$ cat src/rtl/display_pkg.sv
// Shared types and constants for the WS2812 segment display path.
package display_pkg;

  typedef enum logic [2:0] {IDLE, FETCH, WAIT, SEND, LATCH} ws_state_t;

  localparam int          GRB_WIDTH = 24;
  localparam logic [23:0] COLOR_RED = 24'h00FF00;  // GRB order: green, red, blue
  localparam logic [23:0] COLOR_OFF = 24'h000000;

endpackage

$ cat src/rtl/ws2812_symbol_timer.sv
// Generates one WS2812 symbol per go pulse: a high phase of T1H_CYC or T0H_CYC cycles,
// then low until BIT_CYC cycles have elapsed. A go on the sym_done cycle chains symbols seamlessly.
module ws2812_symbol_timer #(
  parameter int T0H_CYC = 20,
  parameter int T1H_CYC = 40,
  parameter int BIT_CYC = 63
) (
  input  logic clk,
  input  logic rst,
  input  logic go,
  input  logic bit_val,
  output logic dout,
  output logic sym_done
);

  localparam int CW = $clog2(BIT_CYC);

  logic [CW-1:0] cnt;
  logic [CW-1:0] thr;
  logic          active;

  // cnt holds the cycles still to run after the current one; dout stays high while cnt > thr
  always_ff @(posedge clk or posedge rst) begin
    if (rst) begin
      cnt    <= '0;
      thr    <= '0;
      active <= 1'b0;
      dout   <= 1'b0;
    end else if (go) begin
      active <= 1'b1;
      cnt    <= CW'(BIT_CYC - 1);
      thr    <= bit_val ? CW'(BIT_CYC - T1H_CYC) : CW'(BIT_CYC - T0H_CYC);
      dout   <= 1'b1;
    end else if (active) begin
      if (cnt != '0) begin
        cnt  <= cnt - 1'b1;
        dout <= (cnt > thr);
      end else begin
        active <= 1'b0;
        dout   <= 1'b0;
      end
    end
  end

  assign sym_done = active && (cnt == '0);

endmodule

$ cat src/rtl/ws2812_segment_driver.sv
// Pulls segment bits from upstream, expands each to a GRB word and drives the WS2812 line,
// closing every frame with a latch low period.
module ws2812_segment_driver
  import display_pkg::*;
#(
  parameter int T0H_CYC   = 20,
  parameter int T1H_CYC   = 40,
  parameter int BIT_CYC   = 63,
  parameter int RESET_CYC = 3000
) (
  input  logic        clk,
  input  logic        rst,
  input  logic        start,
  input  logic [5:0]  led_count,
  input  logic [23:0] on_color,
  output logic        bit_req,
  input  logic        bit_in,
  output logic        dout,
  output logic        busy,
  output logic        done
);

  localparam int LW = $clog2(RESET_CYC + 1);

  ws_state_t              state;
  logic [5:0]             led_cnt;
  logic [GRB_WIDTH-1:0]   color_q;
  logic [GRB_WIDTH-1:0]   shreg;
  logic [4:0]             sym_idx;
  logic [LW-1:0]          lat_cnt;
  logic                   go;
  logic                   bit_val;
  logic                   sym_done;

  // The first symbol starts straight out of WAIT, so its value bypasses shreg
  always_comb begin
    go      = (state == WAIT) || ((state == SEND) && sym_done && (sym_idx != 5'd23));
    bit_val = (state == WAIT) ? (bit_in & color_q[GRB_WIDTH-1]) : shreg[GRB_WIDTH-2];
  end

  ws2812_symbol_timer #(
    .T0H_CYC (T0H_CYC),
    .T1H_CYC (T1H_CYC),
    .BIT_CYC (BIT_CYC)
  ) u_symbol_timer (
    .clk      (clk),
    .rst      (rst),
    .go       (go),
    .bit_val  (bit_val),
    .dout     (dout),
    .sym_done (sym_done)
  );

  always_ff @(posedge clk or posedge rst) begin
    if (rst) begin
      state   <= IDLE;
      led_cnt <= '0;
      color_q <= '0;
      shreg   <= '0;
      sym_idx <= '0;
      lat_cnt <= '0;
      bit_req <= 1'b0;
      busy    <= 1'b0;
      done    <= 1'b0;
    end else begin
      bit_req <= 1'b0;
      done    <= 1'b0;
      case (state)
        IDLE: begin
          // done is still high in the first IDLE cycle; a start there is dropped
          if (start && !done) begin
            led_cnt <= led_count;
            color_q <= on_color;
            busy    <= 1'b1;
            if (led_count != 6'd0) begin
              state   <= FETCH;
              bit_req <= 1'b1;
            end else begin
              state   <= LATCH;
              lat_cnt <= LW'(RESET_CYC - 1);
            end
          end
        end
        FETCH: state <= WAIT;
        WAIT: begin
          shreg   <= bit_in ? color_q : COLOR_OFF;
          sym_idx <= '0;
          state   <= SEND;
        end
        SEND: begin
          if (sym_done) begin
            if (sym_idx == 5'd23) begin
              led_cnt <= led_cnt - 6'd1;
              if (led_cnt == 6'd1) begin
                state   <= LATCH;
                lat_cnt <= LW'(RESET_CYC - 1);
              end else begin
                state   <= FETCH;
                bit_req <= 1'b1;
              end
            end else begin
              shreg   <= {shreg[GRB_WIDTH-2:0], 1'b0};
              sym_idx <= sym_idx + 5'd1;
            end
          end
        end
        LATCH: begin
          if (lat_cnt == '0) begin
            done  <= 1'b1;
            busy  <= 1'b0;
            state <= IDLE;
          end else begin
            lat_cnt <= lat_cnt - 1'b1;
          end
        end
        default: state <= IDLE;
      endcase
    end
  end

endmodule
$ cat config.mk
export PLATFORM = sky130hd
export DESIGN_NAME = ws2812_segment_driver
export DESIGN_NICKNAME = d
export VERILOG_FILES = /design/src/rtl/display_pkg.sv /design/src/rtl/ws2812_symbol_timer.sv /design/src/rtl/ws2812_segment_driver.sv
export SDC_FILE = /design/constraint.sdc
export NUM_CORES = 1
export LEC_CHECK = 0
export CAP_MARGIN = 20
export CORE_MARGIN = 5
export CORE_UTILIZATION = 35
export CTS_CLUSTER_SIZE = 12
export DETAILED_ROUTE_END_ITERATION = 7
export HOLD_SLACK_MARGIN = 0.12
export RECOVER_POWER = 50
export SETUP_SLACK_MARGIN = 0.02
export SLEW_MARGIN = 15
export SYNTH_ARGS = -nofsm -noshare
export SYNTH_HDL_FRONTEND = slang
export SYNTH_SLANG_ARGS = --single-unit
$ cat constraint.sdc
create_clock -name clk -period 5.5 [get_ports clk]
set_clock_uncertainty 0.05 [all_clocks]
set_input_delay 1.1 -clock clk [delete_from_list [all_inputs] [get_ports clk]]
set_output_delay 1.1 -clock clk [all_outputs]
set_load 0.005 [all_outputs]
==> reports/results.tsv <==
metric	value	unit
wire per inst	15.3	µm
placed wire-length estimate	7.09	mm
CP Capture Type	register	
Avg Synthesized Cell Area	10.2	µm²
WP data arrival	3.72	ns
CTS Root Cell	clkbuf_16	
worst r2r dst	shreg[8]	
Die X	126	µm
count of pins over their slew limit	129	
Hold Path Class	reg2reg	
total of warnings raised by yosys	0	
global-route wire length before repair	17.7	mm
hold path depth	1	
Max FO, Critical Path	32	
RSZ-0062 raised after global routing	no	
largest net degree at the start of global routing	60	
Power Density	249	nW/µm²
post-CTS setup buffer count	0	
DR vias/cell	5.41	
count of nets after finishing	526	
initial antenna violation count	0	
area grow syn2layout	16.6	%
most common cell after layout, fill and taps aside	dfrtp_1	
CTS buffer count	9	
All-Layer GR Usage	0.133	
worst r2r path cells	4	
failing checks	max-capacitance violations, max-slew violations	
Top-Level Pins	38	
CP max stage cell	clkbuf_1	
crit-path cells	clkdlybuf4s50_1 -> nand2b_1 -> nor4_4 -> clkbuf_1 -> nor2_2 -> mux2_2	
clk sinks	87	
layout cells sized above 1	0.138	
DRT iter0 DRCs	203	
detailed-route via count	3573	
Post-synth ARST share	1.00	
syn nets	505	
WS Path Type	in2reg	
Worst path max stage delay	1.20	ns
Synth Flop Type	dfrtp_1	
GRT Residual Overflow	0	
reg2reg start	state[0]	
die area	15800	µm²
Initial Util	0.356	
Leak Pwr	0.00226	µW
max_slew headroom	-0.765	
status	finished, violations left	
R2R Setup Slk	2.20	ns
Tightest Pin Transition	2.63	ns
Mapped Area	4700	µm²
Worst IR Drop VDD	148	µV
Required @ worst endpoint	5.67	ns
Detailed Routing Iterations Pass 1	5	
setup_tns	0	ns
final setup fails	0	
fin crit share	0.645	
vias in the first global route	3561	
Final GP Congestion	0.827	
antenna-violating nets left	0	
#FFs+latches synth	87	
Fin. Hold Viols	0	
Synth cell types	73	
Post-synth EDFFs	0	
Cell Area, Placed	5180	µm²
ANT cells	0	
final WL	10.1	mm
port bufs	37	
CTS HTree Levels	3	
Tmin final	3.55	ns
Buf/Inv on CP	2	
commonest non-fill, non-tap cells in the layout	dfrtp_1, nand2_1, nand3_1	
DRC errors left	0	
Die Y	126	µm
cells after synthesis	459	
TritonCTS clock tree	done	
Reg clk slew, reported paths	0.06	ns
Worst Min Path Start	color_q[18]	
Max clock buf depth	2	
crit path launch type	primary input	
# rows	42	
Min-Delay Endpoint	color_q[18]	
Final Cell Area	5480	µm²
post-cts resize count	0	
cell family with most CP delay	buffers and inverters	
sequential fraction of the synthesis area	0.463	
Max Cap Violations	3	
worst-skew pair later-pin latency	0.34	ns
core area	13200	µm²
Hold Buf Count CTS	0	
Max Fclk	0.282	GHz
==> cell type report <==
class,count,area (µm²)
inverter,21,80.1
timing repair buffer,40,385
clock buffer,11,253
multi-input combinational,321,2310
tap,176,220
fill,1267,7710
sequential,87,2180
clock inverter,4,55.1
==> worst register-to-register path, cell delays in order, from the launching register on <==
cell	delay, ns
dfrtp_1	0.65
and3b_1	0.91
nand4_1	0.58
nand2_1	0.75
a31oi_1	0.19
==> report_power, final <==
part | switching, µW | internal (µW) | leakage (µW)
clock | 252 | 376 | 0.000148
sequential | 9.19 | 657 | 0.00110
combinational | 32.1 | 38.2 | 0.00101
==> registers in the layout (all words and copies together), names as in the netlist, 3 cells and up <==
signal              flops
lat_cnt                12
state                   3
color_q                24
u_symbol_timer.cnt      6
shreg                  23
led_cnt                 6
sym_idx                 5
u_symbol_timer.thr      3
==> kinds of logic (layout without fill, tap and decap cells) <==
logic type,after synthesis,in the layout,share of synthesized area
fa+ha+maj,12,12,0.0319
compound gates,100,100,0.157
buf+inv,51,76,0.0466
mux,29,29,0.0690
simple gates,179,179,0.230
flops,87,87,0.463
xor+xnor,1,1,0.00186
==> how the worst max path moves through the flow <==
stage              from                    end  slack (ns)  cells past startpoint
2_1_floorplan       rst                bit_req        2.10                      1
3_3_place_gp   state[0]  u_symbol_timer.cnt[0]        2.25                      4
3_5_place_dp   state[0]              shreg[15]        2.18                      4
4_1_cts        state[0]              shreg[12]        2.14                      4
5_1_grt             rst  u_symbol_timer.cnt[2]        1.66                      3
6_report          start             led_cnt[1]        1.95                      6
==> layer usage <==
layer  part of all wire  global-route usage
met5                  0                   0
met4             0.0079              0.0442
met3              0.043              0.0318
met2               0.46               0.208
met1               0.49               0.183
==> per-stage QoR <==
step / setup slack [ns] / total power (µW) / utilization / hold slack, ns / instances
floorplan: 2.10 / 712 / - / 0.409 / 459
global placement: 2.25 / 748 / 0.393 / 0.424 / 645
CTS: 2.14 / 1380 / 0.416 / 0.462 / 660
finish: 1.95 / 1360 / 0.415 / 0.462 / 660
global route: 1.66 / 1420 / 0.415 / 0.476 / 660
detailed placement: 2.18 / 750 / 0.393 / 0.447 / 645
==> synthesized netlist by cell type (11+ instances only) <==
master / number / area [µm²]
inv_1: 21 / 78.8
ha_1: 12 / 150
nand3_1: 35 / 175
buf_2: 13 / 65.1
mux2_2: 25 / 282
a31oi_1: 23 / 144
nand2_1: 37 / 139
nor3_1: 34 / 170
o21ai_0: 15 / 75.1
nor2_1: 15 / 56.3
a21oi_1: 11 / 55.1
clkbuf_1: 11 / 41.3
dfrtp_1: 87 / 2180
Note: power is estimated with default switching activity, not from simulation.
